**src/rtl/crossbar_one_hot_pipe.sv**
```systemverilog
`default_nettype none
// ============================================================================
// Module      : crossbar_one_hot_pipe
// Description : NUM_INPUT_DATA x NUM_OUTPUT_DATA one-hot crossbar with shadow
//               command register, per-output conflict resolution (lowest input
//               wins), PIPE_STAGES-deep stallable pipeline and sticky error.
//               Optional macro XBAR_CONFLICT_CNT_EN adds o_conflict_cnt.
// Revision    : 1.0 - initial release
// ============================================================================
module crossbar_one_hot_pipe #(
    parameter int DATA_WIDTH      = 32,
    parameter int NUM_INPUT_DATA  = 8,
    parameter int NUM_OUTPUT_DATA = 8,
    parameter int PIPE_STAGES     = 2
) (
    input  logic                                  clk,
    input  logic                                  rst,
    input  logic [NUM_INPUT_DATA-1:0]             i_valid,
    input  logic [NUM_INPUT_DATA*DATA_WIDTH-1:0]  i_data_bus,
    input  logic                                  i_en,
    input  logic [NUM_INPUT_DATA*NUM_OUTPUT_DATA-1:0] i_cmd,
    input  logic                                  i_cmd_load,
    input  logic                                  i_err_clr,
    output logic [NUM_OUTPUT_DATA-1:0]            o_valid,
    output logic [NUM_OUTPUT_DATA*DATA_WIDTH-1:0] o_data_bus,
    output logic [NUM_OUTPUT_DATA-1:0]            o_conflict,
    output logic                                  o_err
`ifdef XBAR_CONFLICT_CNT_EN
    ,
    output logic [15:0]                           o_conflict_cnt
`endif
);

    localparam int c_CMD_W  = NUM_INPUT_DATA * NUM_OUTPUT_DATA;
    localparam int c_OBUS_W = NUM_OUTPUT_DATA * DATA_WIDTH;

    logic [c_CMD_W-1:0]         r_cmd_q;
    logic [c_CMD_W-1:0]         w_cmd_d;
    logic [NUM_OUTPUT_DATA-1:0] w_res_valid;
    logic [NUM_OUTPUT_DATA-1:0] w_res_conf;
    logic [c_OBUS_W-1:0]        w_res_data;

    logic [NUM_OUTPUT_DATA-1:0] r_valid_q [PIPE_STAGES];
    logic [NUM_OUTPUT_DATA-1:0] w_valid_d [PIPE_STAGES];
    logic [NUM_OUTPUT_DATA-1:0] r_conf_q  [PIPE_STAGES];
    logic [NUM_OUTPUT_DATA-1:0] w_conf_d  [PIPE_STAGES];
    logic [c_OBUS_W-1:0]        r_data_q  [PIPE_STAGES];
    logic [c_OBUS_W-1:0]        w_data_d  [PIPE_STAGES];

    logic r_err_q;
    logic w_err_d;

    // The next shadow value doubles as the effective command for this cycle.
    assign w_cmd_d = i_cmd_load ? i_cmd : r_cmd_q;

    generate
        for (genvar go = 0; go < NUM_OUTPUT_DATA; go++) begin : g_out
            logic                  w_hit;
            logic                  w_multi;
            logic                  w_sel_valid;
            logic [DATA_WIDTH-1:0] w_sel_data;

            // Scan high-to-low so the lowest set input is the last one kept.
            always_comb begin
                w_hit       = 1'b0;
                w_multi     = 1'b0;
                w_sel_valid = 1'b0;
                w_sel_data  = '0;
                for (int i = NUM_INPUT_DATA - 1; i >= 0; i--) begin
                    if (w_cmd_d[i*NUM_OUTPUT_DATA+go]) begin
                        w_multi     = w_multi | w_hit;
                        w_hit       = 1'b1;
                        w_sel_valid = i_valid[i];
                        w_sel_data  = i_data_bus[i*DATA_WIDTH+:DATA_WIDTH];
                    end
                end
            end

            assign w_res_valid[go]                       = w_sel_valid;
            assign w_res_conf[go]                        = w_multi;
            assign w_res_data[go*DATA_WIDTH+:DATA_WIDTH] = w_sel_valid ? w_sel_data : '0;
        end
    endgenerate

    always_comb begin
        for (int s = 0; s < PIPE_STAGES; s++) begin
            w_valid_d[s] = r_valid_q[s];
            w_conf_d[s]  = r_conf_q[s];
            w_data_d[s]  = r_data_q[s];
        end
        if (i_en) begin
            w_valid_d[0] = w_res_valid;
            w_conf_d[0]  = w_res_conf;
            w_data_d[0]  = w_res_data;
            for (int s = 1; s < PIPE_STAGES; s++) begin
                w_valid_d[s] = r_valid_q[s-1];
                w_conf_d[s]  = r_conf_q[s-1];
                w_data_d[s]  = r_data_q[s-1];
            end
        end
    end

    // A conflict entering stage 1 beats a simultaneous clear.
    assign w_err_d = (i_en && (|w_res_conf)) ? 1'b1 : (i_err_clr ? 1'b0 : r_err_q);

    always_ff @(posedge clk) begin
        if (rst) begin
            r_cmd_q <= '0;
            r_err_q <= 1'b0;
            for (int s = 0; s < PIPE_STAGES; s++) begin
                r_valid_q[s] <= '0;
                r_conf_q[s]  <= '0;
                r_data_q[s]  <= '0;
            end
        end else begin
            r_cmd_q <= w_cmd_d;
            r_err_q <= w_err_d;
            for (int s = 0; s < PIPE_STAGES; s++) begin
                r_valid_q[s] <= w_valid_d[s];
                r_conf_q[s]  <= w_conf_d[s];
                r_data_q[s]  <= w_data_d[s];
            end
        end
    end

    assign o_valid    = r_valid_q[PIPE_STAGES-1];
    assign o_conflict = r_conf_q[PIPE_STAGES-1];
    assign o_data_bus = r_data_q[PIPE_STAGES-1];
    assign o_err      = r_err_q;

`ifdef XBAR_CONFLICT_CNT_EN
    logic [15:0] r_cnt_q;
    logic [15:0] w_cnt_d;

    // Clear first, then increment, so clear plus increment yields 1.
    always_comb begin
        w_cnt_d = i_err_clr ? 16'd0 : r_cnt_q;
        if (i_en && (|w_res_conf) && (w_cnt_d != 16'hFFFF)) begin
            w_cnt_d = w_cnt_d + 16'd1;
        end
    end

    always_ff @(posedge clk) begin
        if (rst) begin
            r_cnt_q <= '0;
        end else begin
            r_cnt_q <= w_cnt_d;
        end
    end

    assign o_conflict_cnt = r_cnt_q;
`endif

endmodule
`default_nettype wire
```
**config.mk**
```make
export PLATFORM = sky130hd
export DESIGN_NAME = crossbar_one_hot_pipe
export DESIGN_NICKNAME = d
export VERILOG_FILES = /design/src/rtl/crossbar_one_hot_pipe.sv
export SDC_FILE = /design/constraint.sdc
export NUM_CORES = 2
export LEC_CHECK = 0
export BUFFER_PORTS_ARGS = -buffer_cell sky130_fd_sc_hd__buf_4
export CAP_MARGIN = 25
export CORE_MARGIN = 2
export CORE_UTILIZATION = 35
export DETAILED_ROUTE_END_ITERATION = 10
export GPL_TIMING_DRIVEN = 0
export PLACE_DENSITY = 0.57
export SYNTH_ARGS = -nofsm -noshare
export SYNTH_HDL_FRONTEND = slang
export SYNTH_SLANG_ARGS = --single-unit
```
**constraint.sdc**
```tcl
create_clock -name clk -period 6.29 [get_ports clk]
set_input_delay 0.9435 -clock clk [delete_from_list [all_inputs] [get_ports clk]]
set_output_delay 0.9435 -clock clk [all_outputs]
set_load 0.01 [all_outputs]
```
==> results by group <==
Floorplan
  – Number of I/O pins: 606
  – Die Area: 0.139 mm2
  – Die Y: roughly 370 um
  – # rows: 135
  – Initial Util: about a third
  – Die X: 373 um
  – Core box area: 0.135 mm2

Detailed routing
  – Post-DR vias/cell: ~6.7
  – Drt wl/cell: 40.6 um
  – Total wire length: approximately 370 mm
  – Total number of vias: roughly 60k
  – Final antenna-violating net count: 0
  – DRC viols: 0
  – Starting DRT DRC Count: 10.8k
  – 1st-pass router iterations: 8

Power
  – Static Leak: roughly 22 nW
  – Peak supply drop: 0.204 mV
  – PD cells: approximately 250 mW/mm2
  – Power Total: 14.1 mW

Yosys
  – Library cells used by synthesis: between 70 and 80
  – Synth warn: 0
  – Post-Syn Area per Cell: 7.27 um2
  – Netlist Area Pre-Place: 0.0477 mm2
  – EDFF count, synth: 0
  – Number of synthesized register bits: 609
  – Post-Syn Nets: 6,891
  – Most used DFF post-synth: dfxtp_1
  – Ys async rst share: 0%
  – Sequential share of the synthesized area: between 20% and 30%
  – Post-Syn Instances: 6,558

Setup path
  – Critical path cell sequence: buf_4, buf_4, buf_6, buf_6, mux2i_4, clkbuf_1, o21ai_0, a31oi_1, a211oi_1, o31ai_1, o21ai_0, o22ai_1
  – Worst R2R Path Depth: 9
  – Worst-path fanout max: 10
  – Slowest CP cell: o31ai_1
  – Reg2reg setup slack: 1.94 ns
  – CP required: 6.90 ns
  – Critical path type: input port to register
  – Worst reg2reg startpoint: r_cmd_q[34]$_SDFF_PP0_
  – Critical path buffers and inverters: 5
  – Arr. time, crit path: 5.36 ns
  – Startpoint types: input port
  – Worst reg2reg path endpoint: r_data_q[0][83]$_SDFFE_PP0P_
  – Critical Path Max Stage Delay: 0.77 ns
  – Worst setup EP type: register
  – Critical Path Stages: 12
  – Top delay family on crit path: compound AO/OA/AOI/OAI gates

Flow run
  – Max-cap viol count: 0

Clock tree
  – CTS clk-pin slew, worst paths: 0.06 ns
  – Cts repair resizes: 0
  – CTS max path bufs: 3
  – Clock net sink count: 609
  – H-tree Lvls: 3
  – Clk root buf: clkbuf_16
  – Clk Latency, worst-skew pair: 0.72 ns
  – CTS tree: yes
  – Num CTS Buffers: ~70
  – Hold buffer count at cts: 0
  – Buffer count from post-CTS setup fixing: 0

Place
  – GPL Wtd Cong: 1.09
  – Port bufs: 516
  – DP Wirelength: about 300 mm

Global routing
  – GRT overflow: 0
  – Total GRT Usage: 50.0%
  – Vias in the first global route: ~54k
  – Largest net degree at the start of global routing: 15
  – First-pass GRT wire length: between 400 and 500 mm
  – Antenna violations before repair: 31

Final layout
  – Most common library cell in the layout ignoring fill and taps: a21oi_1
  – Area growth, synth to finish: 19.6%
  – Most frequent cells in the layout: a21oi_1 (1,061), buf_4 (826), a211oi_1 (670)
  – Net count, final: 7,523
  – Layout cells sized above 1: about 18%

Outcome
  – Status: finished clean

Timing
  – Min Tclk post-route: 4.75 ns
  – Post-route clock period utilization: 75.6%
  – Slew of the pin with the lowest slew margin: 1.25 ns
  – Clock skew: 0.0624 ns
  – Fin Hold WS: 0.448 ns
  – Setup TNS: 0 ns
  – Peak Freq: around 210 MHz
  – RSZ-0062 raised after global routing: no
  – Hold Violations, Final: 0
  – Slew Viols, Final: 0
  – Slew headroom: around 17%
  – Finish-stage setup viols: 0

Worst hold path
  – Hold crit path type: register to register
  – Hold path cells: 2
  – Hold Crit Start: r_valid_q[0][3]$_SDFFE_PP0P_
  – WHS Endpoint: r_valid_q[0][3]$_SDFFE_PP0P_
## worst reg2reg max path, cell delays in order, from the launching register on
cell	delay (ns)
dfxtp_1	0.30
clkbuf_1	0.37
mux2i_4	0.59
clkbuf_1	0.55
o21ai_0	0.19
a31oi_1	0.70
a211oi_1	0.21
o31ai_1	0.77
o21ai_0	0.37
o22ai_1	0.20
## logic make-up after synthesis
kind of cell / Yosys count / share of synthesized area, %
adder cells (fa/ha/maj): 7 / 0.155
multiplexers: 368 / 8.00
buffers and inverters: 1220 / 12.7
flip-flops: 609 / 25.6
AND/OR/NAND/NOR: 1158 / 10.2
AO/OA/AOI/OAI: 3196 / 43.3
## per-stage QoR
stage | utilization [%] | cells | setup slack (ns) | cell area (um2)
6_report | 42.1 | 9044 | 1.54 | 57000
5_1_grt | 42.1 | 9032 | 1.76 | 57000
4_1_cts | 42.0 | 9019 | 2.08 | 56800
3_5_place_dp | 40.0 | 8887 | 1.38 | 54200
3_3_place_gp | 39.7 | 8855 | 0.729 | 53800
2_1_floorplan | - | 6558 | 3.47 | 47700
## flip-flops by register name, indices dropped and copies added (netlist names)
register,cells
r_data_q,512
r_cmd_q,64
r_conf_q,16
r_valid_q,16
o_err,1
## area by class of cell
class / count / area [um2]
Clock inverter: 42 / 691
Inverter: 78 / 293
Multi-Input combinational cell: 4729 / 29400
Fill cell: 14300 / 78300
Buffer: 1142 / 5770
Sequential cell: 609 / 12200
Clock buffer: 90 / 1970
Antenna cell: 15 / 37.5
Timing Repair Buffer: 558 / 4390
Tap cell: 1781 / 2230
## metal layers
layer | GRT usage [%] | wire [um] | vias up
met2 | 71.3 | 147000 | 4974
met4 | 33.2 | 29800 | 22
li1 | - | - | 25400
met5 | 0 | 185 | -
met3 | 17.2 | 48600 | 931
met1 | 63.4 | 142000 | 29300
## where the power goes
| group | switching (mW) | leakage [nW] | internal [mW] | total, mW |
|---|---|---|---|---|
| registers | 0.173 | 4.96 | 4.07 | 4.24 |
| clock network | 1.99 | 1.29 | 2.77 | 4.76 |
| logic | 3.66 | 15.9 | 1.41 | 5.07 |
| total | 5.82 | 22.1 | 8.25 | 14.1 |
## worst max path at each step
stage,start,endpoint,slack (ns)
after detailed placement,i_cmd_load,r_data_q[0][149]$_SDFFE_PP0P_,1.38
final,i_cmd_load,r_data_q[0][83]$_SDFFE_PP0P_,1.54
after global placement,i_cmd_load,r_data_q[0][46]$_SDFFE_PP0P_,0.73
after floorplan,i_cmd_load,r_data_q[0][25]$_SDFFE_PP0P_,3.47
after global routing,i_cmd_load,r_data_q[0][74]$_SDFFE_PP0P_,1.76
after CTS,i_cmd_load,r_data_q[0][149]$_SDFFE_PP0P_,2.08
## cells in the mapped netlist, drive strengths merged (5+ instances only)
cell,number,area share [%]
a211oi,670,11
a21o,58,0.91
a21oi,1064,11
a221oi,73,1.3
a222oi,26,0.55
a22o,5,0.092
a22oi,216,3.4
a2bb2oi,72,1.3
a31oi,87,1.1
and2,42,0.55
and3,65,0.85
and3b,5,0.092
buf,528,7.3
clkbuf,614,4.8
clkinv,20,0.16
dfxtp,609,26
inv,58,0.46
maj3,7,0.15
mux2,44,1.1
mux2i,324,6.9
nand2,337,2.7
nand3,7,0.074
nor2,630,5.0
nor2b,32,0.42
nor3,7,0.084
nor3b,6,0.13
nor4,8,0.12
o21a,72,1.1
o21ai,573,6.0
o221a,7,0.17
o221ai,64,1.2
o22ai,87,1.2
o31ai,32,0.50
o32ai,66,2.1
Note: power is estimated with default switching activity, not from simulation.
